[config.mk]
export PLATFORM = sky130hd
export DESIGN_NAME = stack_arb2
export DESIGN_NICKNAME = d
export VERILOG_FILES = /design/src/rtl/stack_arb2.sv
export SDC_FILE = /design/constraint.sdc
export NUM_CORES = 1
export LEC_CHECK = 0
export ABC_AREA = 0
export CAP_MARGIN = 20
export CORE_ASPECT_RATIO = 0.8
export CORE_MARGIN = 2
export CORE_UTILIZATION = 35
export CTS_CLUSTER_SIZE = 25
export DETAILED_ROUTE_END_ITERATION = 7
export GPL_ROUTABILITY_DRIVEN = 0
export SYNTH_ARGS = -nofsm -noshare
export SYNTH_HDL_FRONTEND = slang
export SYNTH_SLANG_ARGS = --single-unit
[constraint.sdc]
create_clock -name clk -period 8.3 [get_ports clk]
set_clock_uncertainty 0.2 [all_clocks]
set_input_delay 1.66 -clock clk [delete_from_list [all_inputs] [get_ports clk]]
set_output_delay 1.66 -clock clk [all_outputs]
set_load 0.01 [all_outputs]
[src/rtl/stack_arb2.sv]
// Two-port round-robin arbiter wrapped around a shared 8-entry LIFO stack.
// Grants are combinational; pop data, error pulses and occupancy are registered.
module stack_arb2 #(
  parameter int DW    = 8,
  parameter int DEPTH = 8
) (
  input  logic          clk,
  input  logic          rst,
  input  logic          req0,
  input  logic          op0,
  input  logic [DW-1:0] wdata0,
  input  logic          req1,
  input  logic          op1,
  input  logic [DW-1:0] wdata1,
  output logic          gnt0,
  output logic          gnt1,
  output logic          rvalid0,
  output logic          rvalid1,
  output logic          err0,
  output logic          err1,
  output logic [DW-1:0] rdata,
  output logic [3:0]    count,
  output logic          empty,
  output logic          full
);

  localparam logic [3:0] FULL_CNT = 4'(DEPTH);

  logic [DW-1:0] mem_q [DEPTH];

  logic [3:0]    count_q,   count_d;
  logic          last_q,    last_d;
  logic [DW-1:0] rdata_q,   rdata_d;
  logic          rvalid0_q, rvalid0_d;
  logic          rvalid1_q, rvalid1_d;
  logic          err0_q,    err0_d;
  logic          err1_q,    err1_d;
  logic          empty_q,   empty_d;
  logic          full_q,    full_d;

  logic          gnt0_s, gnt1_s;
  logic          op_s;
  logic [DW-1:0] wdata_s;
  logic [2:0]    push_idx_s, pop_idx_s;
  logic          is_full_s, is_empty_s;
  logic          mem_we_s;

  // Round-robin arbitration: under contention the requester that did not go last wins.
  always_comb begin
    gnt0_s = 1'b0;
    gnt1_s = 1'b0;
    case ({req0, req1})
      2'b10: gnt0_s = 1'b1;
      2'b01: gnt1_s = 1'b1;
      2'b11: begin
        if (last_q) begin
          gnt0_s = 1'b1;
        end else begin
          gnt1_s = 1'b1;
        end
      end
      default: begin
        gnt0_s = 1'b0;
        gnt1_s = 1'b0;
      end
    endcase
  end

  // Operand mux and stack pointer decode for the granted requester.
  always_comb begin
    if (gnt1_s) begin
      op_s    = op1;
      wdata_s = wdata1;
    end else begin
      op_s    = op0;
      wdata_s = wdata0;
    end
    // count never exceeds 8; at 8 the low bits are 0 and 0-1 wraps to index 7.
    push_idx_s = count_q[2:0];
    pop_idx_s  = count_q[2:0] - 3'd1;
    is_full_s  = (count_q == FULL_CNT);
    is_empty_s = (count_q == 4'd0);
  end

  // Next-state: execute the granted push/pop or flag it as rejected.
  always_comb begin
    count_d   = count_q;
    last_d    = last_q;
    rdata_d   = rdata_q;
    rvalid0_d = 1'b0;
    rvalid1_d = 1'b0;
    err0_d    = 1'b0;
    err1_d    = 1'b0;
    mem_we_s  = 1'b0;
    if (gnt0_s || gnt1_s) begin
      last_d = gnt1_s;
      if (op_s) begin
        if (is_full_s) begin
          err0_d = gnt0_s;
          err1_d = gnt1_s;
        end else begin
          mem_we_s = 1'b1;
          count_d  = count_q + 4'd1;
        end
      end else begin
        if (is_empty_s) begin
          err0_d = gnt0_s;
          err1_d = gnt1_s;
        end else begin
          rdata_d   = mem_q[pop_idx_s];
          count_d   = count_q - 4'd1;
          rvalid0_d = gnt0_s;
          rvalid1_d = gnt1_s;
        end
      end
    end else begin
      last_d = last_q;
    end
    empty_d = (count_d == 4'd0);
    full_d  = (count_d == FULL_CNT);
  end

  // Control and status registers; requester 0 wins the first contention after reset.
  always_ff @(posedge clk or negedge rst) begin
    if (!rst) begin
      count_q   <= 4'd0;
      last_q    <= 1'b1;
      rdata_q   <= '0;
      rvalid0_q <= 1'b0;
      rvalid1_q <= 1'b0;
      err0_q    <= 1'b0;
      err1_q    <= 1'b0;
      empty_q   <= 1'b1;
      full_q    <= 1'b0;
    end else begin
      count_q   <= count_d;
      last_q    <= last_d;
      rdata_q   <= rdata_d;
      rvalid0_q <= rvalid0_d;
      rvalid1_q <= rvalid1_d;
      err0_q    <= err0_d;
      err1_q    <= err1_d;
      empty_q   <= empty_d;
      full_q    <= full_d;
    end
  end

  // Stack storage; never read before written, so it carries no reset.
  always_ff @(posedge clk) begin
    if (mem_we_s) begin
      mem_q[push_idx_s] <= wdata_s;
    end
  end

  assign gnt0    = gnt0_s;
  assign gnt1    = gnt1_s;
  assign rvalid0 = rvalid0_q;
  assign rvalid1 = rvalid1_q;
  assign err0    = err0_q;
  assign err1    = err1_q;
  assign rdata   = rdata_q;
  assign count   = count_q;
  assign empty   = empty_q;
  assign full    = full_q;

endmodule

# After elaboration in Yosys (flattened, before gate mapping)
# Memories as Yosys holds them, arrays and structs flattened. A register that Yosys moved wholly into a read port is not among the register bits.
# Index checks and enable logic that the tools add are counted.
[op_classes]
addsub = 3
n_eq_ne = 5
n_mux = 29
bitwise_logic = 2
n_reduce_logical = 5
[op_table]
columns = ["operator", "n"]
rows = [
  ["$mux W1", 22],
  ["$mux W4", 4],
  ["$eq A4 B4 Y1 const B", 2],
  ["$logic_not A4 Y1", 2],
  ["$mux W8", 1],
  ["$add A4 B1 Y4 const B", 1],
  ["$eq A2 B2 Y1 const B", 2],
  ["$pmux W1 S2", 2],
  ["$sub A4 B1 Y4 const B", 1],
  ["$reduce_and A3 Y1", 1],
  ["$sub A3 B1 Y3 const B", 1],
  ["$eq A2 B1 Y1 const B", 1],
  ["$not A1 Y1", 2],
  ["$logic_not A1 Y1", 1],
  ["$logic_or A1 B1 Y1", 1],
]
[word_totals]
regBits = 11
mem_bits_rw = 64
output_inout_bits = 20
elab_cells = 53
memories = 1
[mem_list]
columns = ["name", "depth", "word_bits", "read_ports", "rd_ports_with_merged_regs", "write_ports", "line_no", "text"]
rows = [
  ["mem_q", 8, 8, 1, 1, 1, "29", "logic [DW-1:0] mem_q [DEPTH];"],
]

# Depth between registers and ports, before layout
# Gate-level depths: netlist (run 1).
[depth]
ltp_word = 7
ltp_mapped = 9

# Least setup slack after synthesis (run 1)
# No wires, ideal clock.
[synth_timing]
kind = "input-to-output"
startpoint = "input port req1"
endpoint = "output port gnt1"
arrival_ns = 2.418
t_required_ns = 6.440
slack_ns = 4.022
stages = 3
path_buffers = 1
path_cell_list = "a21bo_4 > clkbuf_1 > clkinv_1"
[synth_between]
elab_chain_cells = 2
[synth_lines]
columns = ["element", "line_no", "text"]
rows = [
  ["from (decl)", "12", "input logic req1,"],
  ["$eq A2 B2 Y1 or $eq A2 B1 Y1 (tied branches)", "52", "case ({req0, req1})"],
  ["$pmux W1 S2 *", "52", ""],
  ["to (decl)", "16", "output logic gnt1,"],
]
# Every way passes the cells marked *; elsewhere a longest branch is shown, timed or not.

# Worst setup path in the final report (run 1)
[layout_timing]
startpoint = "input port req0"
endpoint = "output port gnt1"
[layout_between]
elab_chain_cells = 2
[layout_lines]
columns = ["element", "line_no", "text"]
rows = [
  ["from (decl)", "9", "input logic req0,"],
  ["$eq A2 B2 Y1 or $eq A2 B1 Y1 (tied branches)", "52", ""],
  ["$pmux W1 S2 *", "52", ""],
]
# Marked as above.

==> run_results.csv, run 1 <==
group,metric,value,unit
worst_setup_path,crit_path_max_fanout,15,
finish,fin_nets,297,
die,io_pins,42,
cts,cts_resized,0,
cts,cts_root_buffer,"clkbuf_16",
synthesis,synth_compound_area_frac,0.05405,
synthesis,yosys.area_share.simple,0.09886,
finish,fillers,918,
synthesis,ys_seq_elements,83,
synthesis,ys_warn_count,0,
routing,ant_nets,0,
place,hpwl,4.753,mm
cts,h-tree-depth,3,
die,dieArea,10880,um^2
worst_setup_path,worstPathArrival,3.41,ns
synthesis,ys_types,40,
global_route,grt_use_total,0.1406,
run,maxCapViolations,0,
routing,via_per_inst,4.915,
routing,wl_per_cell,17.06,um
die,core_region_area,9729,um^2
cts,tritoncts,"built",
place,placed_cells,398,
power_and_ir_drop,power.leakage,0.001516,uW
die,die_x,116.1,um
synthesis,ys_seq_area_frac,0.6821,
finish,antenna_cells,0,
cts,clkLatencyLatePin,0.33,ns
global_route,first_global_vias,1935,
cts,clock_path_buffers,2,
synthesis,yosys.cell_count.top_type,"edfxtp_1",
cts,path_clk_slew,0.06,ns
synthesis,synth_common_cells,"edfxtp_1 (64), nand2_1 (34), dfrtp_1 (17), mux4_2 (16), nor2_1 (16)",
cts,clock-sinks,83,
timing,clock.fmax,189.7,MHz
timing,tightest_slew,0.9712,ns
routing,dr.pass1.iters,4,
power_and_ir_drop,vdd_drop_max,132.8,uV
finish,drive_gt1_frac,0.1547,
synthesis,synth_xor_area_frac,0.004979,
routing,wl,7.062,mm
synthesis,synth_cells,226,
worst_setup_path,worstSetupPathType,"in2out",
power_and_ir_drop,power.density,337.3,nW/um^2
synthesis,ys.flop_type,"edfxtp_1",
timing,slew_viol_final,0,
cts,cts_buffers,9,
die,initial_core_util,0.3616,
synthesis,synth_area,3518,um^2
worst_setup_path,crit_path_end_kind,"primary output",
synthesis,synthArstFlopShare,0.2289,
routing,drtIter0Drc,163,
synthesis,synth.top_cell.area_share,0.5462,
synthesis,synth_edf_count,64,
timing,finalSetupViolCount,0,
global_route,grt_first_pass_wirelength,10.74,mm
global_route,antenna_found_initial,0,
synthesis,ys_top_cells_by_area,"edfxtp_1 (55%), dfrtp_1 (12%), mux4_2 (10%)",
die,dieHeight,93.68,um
power_and_ir_drop,total_power,1466,uW
finish,area_growth,23.47,%
synthesis,syn_avg_cell_area,15.57,um^2
cts,cts_setup_buffers,0,
worst_setup_path,crit_required,6.44,ns
routing,vias,2035,
cts,cts_hold_buffers,0,
global_route,overflow,0,
timing,rsz0062_at_grt,"false",
timing,hold_violations,0,
synthesis,synthAdderAreaFrac,0.007112,
finish,fin_cells,414,
timing,fin_crit_sh,0.6352,
worst_setup_path,worstSetupStartpointType,"input port",
global_route,grt_max_degree,23,
outcome,status,"completed",
worst_setup_path,reg2reg_slack,5.17,ns
synthesis,syn_nets,250,
timing,maxSlewHeadroom,0.3501,
timing,period_needed,5.272,ns
synthesis,synth_mux_area_frac,0.1341,
routing,drc,0,
synthesis,synth.largest_area_cell,"edfxtp_1",
min_path,min_path_type,"reg2reg",
die,rows,32,
synthesis,synth_top_family_by_area,"multiplexers",
place,port_buffers,41,
timing,finalSetupTns,0,ns
-- cell families (layout without fill, tap and decap cells) --
kind of cell / Yosys count / count (layout)
flops: 83 / 83
simple gates: 72 / 72
mux: 27 / 27
compound gates: 26 / 26
buf+inv: 14 / 66
fa+ha+maj: 2 / 2
xor+xnor: 2 / 2
-- through the flow --
step | instance area, um^2 | worst slack, ns | hold WS [ns] | utilization
after floorplan | 3518 | 4.022 | 0.2837 | -
after global placement | 4083 | 3.059 | 0.3055 | 0.4196
after detailed placement | 4083 | 3.022 | 0.3161 | 0.4196
after CTS | 4344 | 3.014 | 0.3235 | 0.4465
after global routing | 4344 | 2.892 | 0.3396 | 0.4465
final | 4344 | 3.028 | 0.3221 | 0.4465
-- routing by layer --
metal  GRT usage  wire length, um  vias to the layer above  share of wire
li1            -                -                      954              -
met4     0.05357              157                        0          0.022
met3     0.04000              591                       16          0.084
met1      0.2020             3115                      988           0.44
met2      0.2027             3198                       77           0.45
met5           0                0                        -              0
-- area by class of cell --
type / instances / area [um^2] / area share
Clock buffer: 11 / 232.7 / 0.05357
Clock inverter: 5 / 28.78 / 0.006624
Inverter: 6 / 22.52 / 0.005184
Multi-Input combinational cell: 129 / 1057 / 0.2434
Sequential cell: 83 / 2400 / 0.5524
Tap cell: 136 / 170.2 / 0.03917
Timing Repair Buffer: 44 / 432.9 / 0.09965
-- final timing paths --
check,endpoint,depth (start not counted),from
worst max-delay path,gnt1,4,req0
worst max register to register,mem_q[5][1],8,count[0]
max in group asynchronous,rdata[4],1,rst
min in group asynchronous,rvalid1,1,rst
worst min-delay path,rdata[2],2,rdata[2]
worst min register to register,rdata[2],2,rdata[2]
-- registers in the layout (all words and copies together), names as in the netlist --
register  count
mem_q        64
rdata         8
count         4
empty         1
err0          1
err1          1
full          1
last_q        1
rvalid0       1
rvalid1       1
-- placed cells by master (no fill, tap or decap), types with 2 or more instances in the layout --
cell | netlist | routed
a21oi_1 | 9 | 9
nor3_1 | 8 | 7
nor2b_1 | 2 | 2
nor2_1 | 16 | 16
clkinv_1 | 1 | 3
nand2_1 | 34 | 34
o21ai_0 | 4 | 4
mux2i_1 | 10 | 10
a221oi_1 | 2 | 2
inv_1 | 5 | 5
buf_4 | 3 | 3
clkdlybuf4s50_1 | 0 | 41
clkbuf_16 | 0 | 9
dfrtp_1 | 17 | 17
edfxtp_1 | 64 | 64
ha_1 | 2 | 2
xnor2_1 | 2 | 2
clkbuf_1 | 3 | 2
nand2b_1 | 4 | 4
mux4_2 | 16 | 16
dfstp_2 | 2 | 2
-- worst max-delay path, stage by stage --
cell and delay (ns):
clkdlybuf4s50_1 0.56, a21bo_4 0.28, clkinv_1 0.32, clkdlybuf4s50_1 0.58
-- where the power goes --
part	leakage, uW	total [uW]	switching [uW]	internal [uW]
logic	0.000583	553	290	262
clock network	0.000125	351	150	201
registers	0.000807	562	37.0	525
Power figures use the tool's default switching activity.
==> run 2, diff against run 1 <==
Clock period 8.3 ns to 5.5 ns, I/O delays scaled along.
==> run 2 against run 1 <==
Routed wire length rose by 1.0%. Register-to-register slack got worse by 2.8 ns. Clock-buffer cell count fell by 2. Core utilization rose by 0.85 points. Critical path type unchanged. Sequential power rose by 51%.
==> run_results.csv, run 2 (same netlist as run 1, synthesis figures left out) <==
group,metric,value,unit
power_and_ir_drop,power.density,534.0,nW/um^2
timing,slew_viol_final,0,
timing,finalSetupTns,0,ns
timing,maxSlewHeadroom,0.4097,
cts,tritoncts,"built",
die,initial_core_util,0.3616,
finish,top_register,"mem_q",
worst_setup_path,crit_required,4.20,ns
power_and_ir_drop,power.leakage,0.001562,uW
power_and_ir_drop,switching_share,0.3093,
cts,clock-sinks,83,
routing,drtIter0Drc,113,
power_and_ir_drop,p_seq_frac,0.360,
worst_setup_path,crit_path_max_fanout,15,
routing,ant_nets,0,
timing,finalSetupViolCount,0,
cts,h-tree-depth,3,
finish,area_growth,25.82,%
worst_setup_path,worstSetupPathType,"in2out",
global_route,grt_use_total,0.1453,
power_and_ir_drop,p_sw,731.1,uW
finish,largest_reg_flops,64,
min_path,min_path_type,"reg2reg",
die,io_pins,42,
worst_setup_path,worstPathArrival,2.86,ns
worst_setup_path,worstSetupStartpointType,"input port",
finish,layout_commonest_cell,"edfxtp_1",
global_route,first_global_vias,2013,
cts,cts_buffers,9,
global_route,grt_max_degree,23,
outcome,status,"completed",
power_and_ir_drop,internal-power,1633,uW
global_route,grt_first_pass_wirelength,11.18,mm
routing,vias,2061,
cts,path_clk_slew,0.06,ns
routing,wl,7.133,mm
finish,antenna_cells,0,
cts,cts_resized,0,
finish,drive_gt1_frac,0.1649,
routing,drc,0,
power_and_ir_drop,combPwrFrac,0.354,
timing,rsz0062_at_grt,"false",
routing,via_per_inst,4.966,
cts,clkLatencyLatePin,0.33,ns
timing,tightest_slew,0.8855,ns
die,dieArea,10880,um^2
routing,dr.pass1.iters,5,
place,port_buffers,41,
cts,cts_root_buffer,"clkbuf_16",
cts,cts_setup_buffers,0,
cts,clock_path_buffers,2,
cts,cts_hold_buffers,0,
die,core_region_area,9729,um^2
timing,period_needed,4.162,ns
power_and_ir_drop,vdd_drop_max,181.1,uV
timing,fin_crit_sh,0.7568,
die,die_x,116.1,um
timing,hold_violations,0,
routing,wl_per_cell,17.19,um
place,hpwl,4.909,mm
global_route,antenna_found_initial,0,
timing,clock.fmax,240.2,MHz
finish,final_cell_mix,"edfxtp_1 (64), clkdlybuf4s50_1 (41), nand2_1 (34), dfrtp_1 (17)",
die,rows,32,
die,dieHeight,93.68,um
power_and_ir_drop,total_power,2364,uW
power_and_ir_drop,power.share.clock,0.287,
run,maxCapViolations,0,
finish,fin_nets,298,
global_route,overflow,0,
worst_setup_path,crit_path_end_kind,"primary output",
[run 2: routing by layer]
layer  part of all wire  GRT usage  up-vias
li1                   -          -      954
met1               0.48     0.2167     1038
met2               0.43     0.2013       59
met3              0.079    0.04710       10
met4              0.014    0.04464        0
met5                  0          0        -
[run 2: layout make-up]
type | count | area, um^2
inverter | 6 | 22.52
clock inverter | 7 | 116.4
tap | 136 | 170.2
clock buffer | 9 | 225.2
timing repair buffer | 45 | 440.4
sequential | 83 | 2400
multi-input combinational | 129 | 1052
fill | 903 | 5303
[run 2: through the flow]
stage	std cells	hold WS, ns	instance area, um^2	utilization	setup WS, ns
after floorplan	226	0.2837	3518	-	2.342
after global placement	399	0.3029	4085	0.4199	1.365
after detailed placement	399	0.3163	4085	0.4199	1.325
after CTS	415	0.3255	4427	0.4550	1.317
after global routing	415	0.3466	4427	0.4550	1.190
final	415	0.3224	4427	0.4550	1.338
[run 2: worst paths after layout]
check	start	end	slack, ns	cells past startpoint
min in group asynchronous	rst	rvalid1	1.05	1
hold / removal	last_q	last_q	0.32	2
max in group asynchronous	rst	rdata[3]	3.52	1
hold reg to reg	last_q	last_q	0.32	2
setup reg to reg	count[0]	mem_q[2][6]	2.41	8
setup / recovery	req0	gnt1	1.34	4
[run 2: power groups by stage]
| stage | registers (uW) | logic [uW] | clock network [uW] |
|---|---|---|---|
| 2_1_floorplan | 871 | 546 | 0 |
| 3_3_place_gp | 861 | 838 | 0 |
| 3_5_place_dp | 864 | 844 | 0 |
| 4_1_cts | 852 | 845 | 694 |
| 5_1_grt | 862 | 923 | 718 |
| 6_report | 850 | 836 | 677 |
[run 2: worst max-delay path, cell delays in order]
cell and delay [ns]:
clkdlybuf4s50_1 0.56, a21bo_4 0.28, clkinv_1 0.33, clkdlybuf4s50_1 0.59
==> run 3, diff against run 2 <==
Clock period 5.5 ns to 3.7 ns, I/O delays scaled along.
==> run 3 against run 2 <==
Clock power increased by 47%. Core utilization is 0.39 points higher. Die area stayed put. Highest routed layer unchanged. Combinational power increased by 48%. Via count decreased by 2.3%. Non-clock buffer count increased by 6. Routed wire length up 1.2%. Register-to-register slack worse by 1.4 ns. Critical path depth did not move. Worst setup slack got worse by 0.78 ns. Global-route usage rose by 0.14 points.
==> run_results.csv, run 3 (same netlist as run 1, synthesis figures left out) <==
group,metric,value,unit
routing,vias,2013,
cts,cts_root_buffer,"clkbuf_16",
die,core_region_area,9729,um^2
global_route,grt_first_pass_wirelength,11.07,mm
finish,drive_gt1_frac,0.1754,
min_path,min_path_type,"reg2reg",
worst_setup_path,crit_path_cell_trace,"clkdlybuf4s50_1, a21bo_4, clkinv_1, clkdlybuf4s50_1",
cts,h-tree-depth,3,
cts,cts_setup_buffers,0,
routing,wl_per_cell,17.14,um
place,port_buffers,41,
routing,ant_nets,0,
global_route,first_global_vias,1919,
timing,fin_ws,0.5588,ns
worst_setup_path,path_depth,4,
routing,dr_wl_met2,3.137,mm
routing,drtIter0Drc,133,
run,maxCapViolations,0,
global_route,antenna_found_initial,0,
routing,m1WireLength,3.579,mm
power_and_ir_drop,power.density,785.2,nW/um^2
timing,fin_crit_sh,0.8490,
die,dieArea,10880,um^2
timing,period_needed,3.141,ns
finish,antenna_cells,0,
finish,fin_nets,304,
worst_setup_path,worstSetupStartpointType,"input port",
cts,clkLatencyLatePin,0.34,ns
finish,layout_commonest_cell,"edfxtp_1",
die,dieHeight,93.68,um
global_route,grt_use_total,0.1467,
die,rows,32,
cts,cts_buffers,9,
finish,fillers,864,
power_and_ir_drop,power.leakage,0.001584,uW
timing,maxSlewHeadroom,0.4352,
timing,tightest_slew,0.8446,ns
worst_setup_path,worstPathArrival,2.20,ns
place,hpwl,5.031,mm
routing,dr.pass1.iters,4,
worst_setup_path,worstSetupPathType,"in2out",
cts,path_clk_slew,0.06,ns
worst_setup_path,reg2reg_slack,1.02,ns
worst_setup_path,cpMostUsedCell,"clkdlybuf4s50_1",
cts,tritoncts,"built",
routing,via_per_inst,4.781,
finish,top_register,"mem_q",
timing,finalSetupViolCount,0,
worst_setup_path,crit_path_end_kind,"primary output",
outcome,status,"completed",
timing,rsz0062_at_grt,"false",
routing,drc,0,
die,io_pins,42,
timing,finalSetupTns,0,ns
timing,slew_viol_final,0,
cts,cts_hold_buffers,0,
worst_setup_path,critPathBufInv,3,
worst_setup_path,path_delay_family,"buffers and inverters",
finish,final_cell_mix,"edfxtp_1 (64), clkdlybuf4s50_1 (41), nand2_1 (34), dfrtp_1 (17)",
global_route,grt_max_degree,22,
worst_setup_path,cp_slowest_cell,"clkdlybuf4s50_1",
worst_setup_path,worstSetupStartpoint,"req1",
routing,route.met3.wl,403,um
cts,cts_resized,0,
die,initial_core_util,0.3616,
power_and_ir_drop,total_power,3506,uW
finish,largest_reg_flops,64,
worst_setup_path,rr_worst_depth,5,
routing,wl,7.216,mm
cts,clock_path_buffers,2,
worst_setup_path,r2r-start,"count[1]",
worst_setup_path,crit_required,2.76,ns
die,die_x,116.1,um
global_route,overflow,0,
place,place_ws,0.5418,ns
timing,clock.fmax,318.3,MHz
timing,hold_violations,0,
cts,clock-sinks,83,
power_and_ir_drop,vdd_drop_max,352.0,uV
worst_setup_path,endpoint,"gnt1",
routing,maxUsedRoutingLayer,"met4",
worst_setup_path,r2r-end,"rdata[3]",
worst_setup_path,crit_path_max_fanout,15,
worst_setup_path,slowest_delay,0.53,ns
finish,area_growth,26.88,%
[run 3: how the worst min path moves through the flow]
stage / from / slack, ns / end / cells past startpoint
2_1_floorplan: rst / 0.24 / count[0] / 0
3_5_place_dp: last_q / 0.31 / last_q / 2
5_1_grt: last_q / 0.34 / last_q / 2
6_report: last_q / 0.31 / last_q / 2
4_1_cts: last_q / 0.31 / last_q / 2
3_3_place_gp: last_q / 0.30 / last_q / 2
[run 3: worst reg2reg max path: stages (launching register included)]
cell and delay (ns):
dfrtp_1 0.57, inv_1 0.16, ha_1 0.85, mux4_2 0.42, mux2i_1 0.23, a21oi_1 0.10
[run 3: routing by layer]
layer,up-vias,global-route usage
met5,-,0
met2,47,0.2022
met1,993,0.2198
met4,0,0.04960
li1,965,-
met3,8,0.04452
[run 3: where the power goes]
part           leakage (uW)  internal, uW  switching, uW
Sequential         0.000807          1180           92.8
Combinational      0.000619           601            638
Clock              0.000157           657            339
[run 3: metrics by stage]
stage | instances | area [um^2] | utilization | hold slack (ns)
2_1_floorplan | 226 | 3518 | - | 0.2444
3_3_place_gp | 405 | 4130 | 0.4245 | 0.3012
3_5_place_dp | 405 | 4130 | 0.4245 | 0.3107
4_1_cts | 421 | 4464 | 0.4588 | 0.3129
5_1_grt | 421 | 4464 | 0.4588 | 0.3372
6_report | 421 | 4464 | 0.4588 | 0.3148
[run 3: area by class of cell]
type | count | area (um^2) | share of cell area
clock inverter | 5 | 101.3 | 0.02270
tap | 136 | 170.2 | 0.03812
timing repair buffer | 51 | 485.5 | 0.1087
multi-input combinational | 129 | 1052 | 0.2357
sequential | 83 | 2400 | 0.5376
inverter | 6 | 22.52 | 0.005045
clock buffer | 11 | 232.7 | 0.05213
